### src/rtl/sram_arbiter.sv
`default_nettype none
// ============================================================================
// Module   : sram_arbiter
// Purpose  : Round-robin arbiter merging the instruction-fetch and data ports
//            onto the single SRAM-controller request interface.
//            Define SRAM_ARB_TIMEOUT_EN to add the WAIT timeout and DRAIN state.
// Revision : 1.0 - initial release
// ============================================================================
module sram_arbiter #(
  parameter int TIMEOUT_CYC = 64
) (
  input  logic        clk,
  input  logic        reset,
  input  logic        i_stb,
  input  logic [31:0] i_addr,
  output logic        i_ack,
  output logic        i_err,
  output logic [31:0] i_dtr,
  input  logic        d_stb,
  input  logic        d_rw,
  input  logic [31:0] d_addr,
  input  logic [31:0] d_dtw,
  output logic        d_ack,
  output logic        d_err,
  output logic [31:0] d_dtr,
  output logic        mem_stb,
  output logic        mem_rw,
  output logic [31:0] mem_addr,
  output logic [31:0] mem_dtw,
  input  logic        mem_ack,
  input  logic [31:0] mem_dtr
);

  localparam logic [2:0] ST_IDLE  = 3'd0;
  localparam logic [2:0] ST_ISSUE = 3'd1;
  localparam logic [2:0] ST_WAIT  = 3'd2;
  localparam logic [2:0] ST_DONE  = 3'd3;
  localparam logic [2:0] ST_DRAIN = 3'd4;

  if (TIMEOUT_CYC < 2 || TIMEOUT_CYC > 255) begin : g_timeout_cyc_range
    $error("sram_arbiter: TIMEOUT_CYC must be within 2..255");
  end

  logic [2:0]  state, state_nxt;
  logic        last, last_nxt;
  logic        gnt_d, gnt_d_nxt;
  logic        pick_d;
  logic        mem_stb_nxt, mem_rw_nxt;
  logic [31:0] mem_addr_nxt, mem_dtw_nxt;
  logic        i_ack_nxt, d_ack_nxt;
  logic [31:0] i_dtr_nxt, d_dtr_nxt;
  logic        timeout;

`ifdef SRAM_ARB_TIMEOUT_EN
  // The count lands on TIMEOUT_CYC at the edge ending the last permitted WAIT cycle.
  localparam logic [7:0] TIMEOUT_LAST = 8'(TIMEOUT_CYC - 1);

  logic [7:0] wait_cnt, wait_cnt_nxt;
  logic       i_err_nxt, d_err_nxt;

  assign timeout = (state == ST_WAIT) && !mem_ack && (wait_cnt == TIMEOUT_LAST);
`else
  assign timeout = 1'b0;
  assign i_err   = 1'b0;
  assign d_err   = 1'b0;
`endif

  // On a tie the master that was not granted last time wins.
  assign pick_d = d_stb && (!i_stb || !last);

  always_ff @(posedge clk) begin
    if (reset) begin
      state    <= ST_IDLE;
      last     <= 1'b1;
      gnt_d    <= 1'b0;
      mem_stb  <= 1'b0;
      mem_rw   <= 1'b0;
      mem_addr <= '0;
      mem_dtw  <= '0;
      i_ack    <= 1'b0;
      i_dtr    <= '0;
      d_ack    <= 1'b0;
      d_dtr    <= '0;
`ifdef SRAM_ARB_TIMEOUT_EN
      wait_cnt <= '0;
      i_err    <= 1'b0;
      d_err    <= 1'b0;
`endif
    end else begin
      state    <= state_nxt;
      last     <= last_nxt;
      gnt_d    <= gnt_d_nxt;
      mem_stb  <= mem_stb_nxt;
      mem_rw   <= mem_rw_nxt;
      mem_addr <= mem_addr_nxt;
      mem_dtw  <= mem_dtw_nxt;
      i_ack    <= i_ack_nxt;
      i_dtr    <= i_dtr_nxt;
      d_ack    <= d_ack_nxt;
      d_dtr    <= d_dtr_nxt;
`ifdef SRAM_ARB_TIMEOUT_EN
      wait_cnt <= wait_cnt_nxt;
      i_err    <= i_err_nxt;
      d_err    <= d_err_nxt;
`endif
    end
  end

  always_comb begin
    state_nxt = state;
    case (state)
      ST_IDLE:  if (i_stb || d_stb) state_nxt = ST_ISSUE;
      ST_ISSUE: state_nxt = ST_WAIT;
      ST_WAIT: begin
        if (mem_ack)      state_nxt = ST_DONE;
        else if (timeout) state_nxt = ST_DRAIN;
      end
      ST_DONE:  state_nxt = ST_IDLE;
      ST_DRAIN: if (mem_ack) state_nxt = ST_IDLE;
      default:  state_nxt = ST_IDLE;
    endcase
  end

  always_comb begin
    last_nxt     = last;
    gnt_d_nxt    = gnt_d;
    mem_stb_nxt  = 1'b0;
    mem_rw_nxt   = mem_rw;
    mem_addr_nxt = mem_addr;
    mem_dtw_nxt  = mem_dtw;
    i_ack_nxt    = 1'b0;
    i_dtr_nxt    = i_dtr;
    d_ack_nxt    = 1'b0;
    d_dtr_nxt    = d_dtr;
`ifdef SRAM_ARB_TIMEOUT_EN
    wait_cnt_nxt = wait_cnt + 8'd1;
    i_err_nxt    = 1'b0;
    d_err_nxt    = 1'b0;
`endif
    case (state)
      ST_IDLE: begin
        if (i_stb || d_stb) begin
          last_nxt     = pick_d;
          gnt_d_nxt    = pick_d;
          mem_stb_nxt  = 1'b1;
          mem_rw_nxt   = pick_d && d_rw;
          mem_addr_nxt = pick_d ? d_addr : i_addr;
          mem_dtw_nxt  = pick_d ? d_dtw : 32'h0;
        end
      end
      ST_ISSUE: begin
`ifdef SRAM_ARB_TIMEOUT_EN
        wait_cnt_nxt = '0;
`endif
      end
      ST_WAIT: begin
        if (mem_ack) begin
          if (gnt_d) begin
            d_ack_nxt = 1'b1;
            d_dtr_nxt = mem_dtr;
          end else begin
            i_ack_nxt = 1'b1;
            i_dtr_nxt = mem_dtr;
          end
        end else if (timeout) begin
          if (gnt_d) begin
            d_ack_nxt = 1'b1;
            d_dtr_nxt = 32'hFFFF_FFFF;
          end else begin
            i_ack_nxt = 1'b1;
            i_dtr_nxt = 32'hFFFF_FFFF;
          end
`ifdef SRAM_ARB_TIMEOUT_EN
          d_err_nxt = gnt_d;
          i_err_nxt = !gnt_d;
`endif
        end
      end
      default: ;
    endcase
  end

endmodule
`default_nettype wire

### config.mk
export PLATFORM = sky130hd
export DESIGN_NAME = sram_arbiter
export DESIGN_NICKNAME = d
export VERILOG_FILES = /design/src/rtl/sram_arbiter.sv
export SDC_FILE = /design/constraint.sdc
export NUM_CORES = 1
export LEC_CHECK = 0
export CAP_MARGIN = 20
export CORE_ASPECT_RATIO = 1.25
export CORE_MARGIN = 4
export CORE_UTILIZATION = 39
export DETAILED_ROUTE_END_ITERATION = 12
export PLACE_DENSITY = 0.8
export SYNTH_ARGS = -nofsm -noshare
export SYNTH_HDL_FRONTEND = slang
export SYNTH_SLANG_ARGS = --single-unit
### constraint.sdc
create_clock -name clk -period 1.8 [get_ports clk]
set_input_delay 0.36 -clock clk [delete_from_list [all_inputs] [get_ports clk]]
set_output_delay 0.36 -clock clk [all_outputs]
set_load 0.02 [all_outputs]
==> results of run 1 <==
## cell usage in the layout (no fill, tap or decap), types with 2 or more instances in the layout
cell type,n
dfxtp_1,136
nor2_1,37
ha_1,2
a311oi_1,32
conb_1,2
a22o_1,33
clkbuf_16,17
nor3_1,2
clkdlybuf4s50_1,263
bufinv_16,4
buf_4,9
nand2_1,195
buf_12,8
inv_6,2
a21oi_1,65
clkinv_4,3
inv_1,3
clkinvlp_4,4
nand2b_1,2
## metal layers
metal / vias to the layer above / track usage
met5: - / 0
met4: 0 / 0.109
met3: 26 / 0.0544
met2: 232 / 0.389
met1: 2330 / 0.233
li1: 2435 / -
## stage by stage
step	instance area, um^2	TNS [ns]
2_1_floorplan	4950	0
3_3_place_gp	7770	0
3_5_place_dp	7770	-0.341
4_1_cts	8390	0
5_1_grt	8400	0
6_report	8400	0
## repair_timing
action	in CTS	in global routing
hold buffers	0	0
resized for setup	0	2
endpoints found under the setup margin	0	5
## final cells by class
class                      count  area [um^2]
clock inverter                14          199
timing repair buffer         281         2870
inverter                       3         11.3
multi-input combinational    386         1960
sequential                   136         2720
fill                         994         3870
tap                          164          205
clock buffer                  17          425
## power by group through the flow
| stage | clock (mW) | combinational, mW | sequential [mW] |
|---|---|---|---|
| floorplan | 0 | 1.11 | 4.47 |
| global placement | 0 | 3.29 | 3.88 |
| detailed placement | 0 | 3.36 | 3.89 |
| CTS | 3.69 | 3.38 | 3.84 |
| global route | 3.84 | 3.59 | 3.90 |
| finish | 3.62 | 3.35 | 3.85 |
## cells by family (layout without fill, tap and decap cells)
group	after synthesis	after routing	synth area share
buf+inv	51	315	0.0539
fa+ha+maj	3	3	0.00760
mux	1	1	0.00203
simple gates	244	244	0.193
compound gates	136	136	0.192
flops	136	136	0.551
other cells	1	2	0.000759
## flip-flops by register name, summed over array words and instances, names as in the netlist, 2 cells and up
name	cells
mem_addr	32
mem_dtw	32
d_dtr	32
state	2
i_dtr	32
## worst paths after layout
kind	from	to	slack, ns	depth (start not counted)
setup / recovery	mem_dtw[20]	mem_dtw[20]	0.05	1
setup reg to reg	state[0]	mem_addr[11]	0.23	6
hold / removal	reset	mem_addr[3]	0.26	2
hold reg to reg	d_dtr[0]	d_dtr[0]	0.46	2
==> out/results.txt, run 1 <==
Top Layer Used: met4
# Post-CTS Setup Buffers: 0
Worst EP arrival: 1.39 ns
leak pwr: 3.09 nW
WL final: 16,200 um
VDD IR max: 0.776 mV
grt ovf: 0
residual DRC count: 0
ys flop type: dfxtp_1
Final Net Count: 962
final core occ: 0.684
internal power: 7.47 mW
asr flop ratio synth: 0
initial detailed-routing violation count: 263
Top-Level Pins: 268
Cells after Synth: 572
vias: 5,023
fmax: 571 MHz
startpoint types: flop
Worst Path Max Fanout: 2
Routed Antenna Nets: 0
RSZ-0062 raised after global routing: no
DR pass1 iterations: 4
routed vias/inst: 5.02
Worst Hold Class: primary input to flop
area growth from synthesis to layout: 69.9%
Hold Slack: 0.255 ns
starting density of the core: 0.403
CP bufs+invs: 1
share of the synthesized area in the top cell type: 0.551
Max Cap Viol: 0
post-synth top area cell: dfxtp_1
count leader, synth: nand2_1
CP cell instances: clkdlybuf4s50_1
WS Path Type: flop to primary output
Layout Cells excl Fill: 1,001
Slew Viols, Final: 0
Total GRT Usage: 0.217
Antenna diodes: 0
gpl congestion: 0.778
Yosys cell types: 29
NetSw: 3.35 mW
Layout Skew: 0.00927 ns
CP required: 1.44 ns
dpl ws: -0.0590 ns
crit-path leading delay family: buffers and inverters
# clock sinks: 136
CTS Buffer Depth: 2
Core Box Area: 0.0123 mm^2
vias in the first global route: 5,131
CTS H-Tree Depth: 4
top cells by area, synth: dfxtp_1, nand2_1, a21oi_1
Seq cells post-synth: 136
Netlist Area Pre-Place: 0.00494 mm^2
worst-skew pair later-pin latency: 0.41 ns
Synth warnings: 0
Avg Cell Area, Syn: 8.64 um^2
combinational fraction of design power: 0.310
Sw Ratio: 0.309
Clock Power Share: 0.335
PnR worst setup slack: 0.0491 ns
number of CTS-inserted buffers: 17
CP max stage cell: clkdlybuf4s50_1
period utilisation layout: 0.973
Port Buf Inserts: 265
top cells by count, synth: nand2_1, dfxtp_1, a21oi_1
row cnt: 45
fraction of layout cells with a size suffix above 1: 0.0633
slowest stage delay, CP: 0.63 ns
number of synthesized flops with an enable pin: 0
Seq pwr share: 0.355
Power per Cell Area: 1290 mW/mm^2
met3 wire len: 1150 um
pin count of the biggest net entering global routing: 66
TritonCTS clock tree: yes
setup violators final: 0
WL met1: 6060 um
placed insts: 970
CTS Root Cell: clkbuf_16
Final min period: 1.75 ns
drt wl/cell: 16.2 um
DIE WIDTH: 109 um
Reg clk slew, reported paths: 0.06 ns
post-synthesis sequential area ratio: 0.551
total chip power: 10.8 mW
initial antenna violation count: 0
metal2 WL: 8560 um
height of the die: 134 um
hpwl dp: 12,000 um
global-route wire length before repair: 24,800 um
DIE AREA: 0.0145 mm^2
Crit. End Element: primary output
Hold Fails Final Rpt: 0
status: completed
Note: power is estimated with default switching activity, not from simulation.
==> run 2, diff against run 1 <==
CTS_CLUSTER_SIZE = 28   (was not set)
==> results of run 2 <==
No change in the layout: final DEF, timing and power equal those of run 1.
==> RTL change: new RTL, flow settings as in run 1 <==
Add a define of `SRAM_ARB_TIMEOUT_EN`.
--- a/src/rtl/sram_arbiter.sv
+++ b/src/rtl/sram_arbiter.sv
@@ -7,4 +7,6 @@
 // Revision : 1.0 - initial release
 // ============================================================================
+`define SRAM_ARB_TIMEOUT_EN
+
 module sram_arbiter #(
   parameter int TIMEOUT_CYC = 64
Check against the original RTL: same outputs for any inputs over 4 cycles, from zero or initial values and one cycle with reset high; that may be too few to reach the edited logic, so the function may still have changed.
==> RTL change against run 1 <==
- utilization shrank 4.6 points
- setup slack lost 0.028 ns
- area after synthesis grew 29%
- non-clock buffer count grew 16
- power shrank 15%
- wire length grew 34%
- via count grew 34%
- sequential cell count grew 11
- clock power grew 4%
- cell area grew 20%
- highest routed layer unchanged
==> RTL change: results (changes against run 1) <==
io_buffer_count: 267  # +0.75%
drt_iter0_drc: 529  # +100%
cts_made_buffers: 17  # unchanged
skew_ns: 0.0137  # +0.00446 ns
leakagePower_nw: 3.95  # +28%
cpLargestDelayFamily: "buffers and inverters"
pre_cts_slack_ns: -0.107  # -0.0479 ns
routed_wl_um: 21800  # +34%
synthTopCellsByArea: "dfxtp_1 (46%), o21ai_0 (11%), a211oi_1 (7.5%)"
ys_types: 38  # +31%
grt_start_max_net_pins: 77  # +17%
synth.area.mux_share: 0.00157  # -0.000453
ir_drop_mv: 0.651  # -16%
finalSetupViolCount: 0  # unchanged
dp_hpwl_um: 15200  # +27%
diodes: 0  # unchanged
slowest_stage: "clkdlybuf4s50_1"
ys_warn_count: 0  # unchanged
ys_top_cells_by_count: "dfxtp_1 (147), o21ai_0 (134), a21oi_1 (70)"
cp.arrival_ns: 1.42  # +0.03 ns
synth_nets: 912
yosys.area_share.adder: 0.00197  # -0.00563
status: "completed"
synth-compound-area-share: 0.286  # +0.0947
async_reset_ff_frac: 0  # unchanged
dpl-instance-area_um2: 9400  # +21%
min_path_type: "in -> reg"
clock_path_buffers: 2  # unchanged
syn-instance-count: 777  # +36%
finalMaxSlewViolations: 0  # unchanged
clk_latency_ns: 0.42
p_sw_mw: 2.43  # -27%
vias_per_cell: 5.46  # +8.9%
nNetsFinal: 1145  # +19%
ys_seq_area_frac: 0.462  # -0.0886
drive_gt1_frac: 0.0666  # +0.00328
grt_pass1_vias: 6626  # +29%
relSlewSlack: 0.682
first_pass_iters: 5  # +1
cts_root_buf: "clkbuf_16"
crit_path_max_incr_delay_ns: 0.62
grtUsageTotal: 0.229  # +0.0121
vias: 6737  # +34%
clkTransAtPathRegs_ns: 0.06  # about the same
place.gp.congestion: 0.821  # +5.5%
crit_fanout: 3  # +1
synthXorXnorAreaFrac: 0.00413  # +0.00413
grt_pass1_wl_um: 33700  # +36%
[RTL change: final cells by class]
type / instances / area, um^2
clock buffer: 22 / 474
clock inverter: 8 / 150
fill: 1322 / 5730
inverter: 68 / 255
multi-input combinational: 479 / 2830
sequential: 147 / 2940
tap: 212 / 265
timing repair buffer: 297 / 3180
[RTL change: worst min-delay path, cell delays in order]
cell	delay, ns
buf_2	0.12
inv_1	0.09
nand3_1	0.07
[RTL change: final timing paths]
kind | from | endpoint | slack [ns] | cells past startpoint
worst max-delay path | i_dtr[26]$_SDFFE_PP0P_ | i_dtr[26] | 0.02 | 1
worst min-delay path | reset | last$_SDFFE_PP1P_ | 0.25 | 3
worst max register to register | wait_cnt[0]$_SDFF_PP0_ | i_dtr[26]$_SDFFE_PP0P_ | 0.09 | 5
worst min register to register | d_dtr[5]$_SDFFE_PP0P_ | d_dtr[5]$_SDFFE_PP0P_ | 0.46 | 2
[RTL change: timing repair]
action                                  CTS  global route
endpoints found under the hold margin     0             0
buffers inserted                          0             0
resized for setup                         9            36
endpoints found under the setup margin    9            36
[RTL change: power by group through the flow]
stage / Combinational [mW] / Clock [mW] / Sequential, mW
after global routing: 1.98 / 3.97 / 3.60
final: 1.84 / 3.76 / 3.58
after detailed placement: 1.85 / 0 / 3.65
after CTS: 1.86 / 3.83 / 3.58
after floorplan: 0.694 / 0 / 3.83
after global placement: 1.85 / 0 / 3.64
[RTL change: logic make-up (layout without fill, tap and decap cells)]
| group | count (synthesis) | in the layout |
|---|---|---|
| muxes | 1 | 1 |
| and+or+nand+nor | 169 | 169 |
| DFF | 147 | 147 |
| AOI/OAI and AO/OA | 305 | 305 |
| buffers and inverters | 151 | 395 |
| adders and majority gates | 1 | 1 |
| xor gates and xnor gates | 3 | 3 |
[RTL change: metal layers]
metal,vias to the layer above,wire length (um),global-route usage
met5,-,0,0
met4,0,608,0.0958
met3,39,2320,0.0953
met2,297,10700,0.390
met1,3124,8170,0.251
li1,3277,-,-
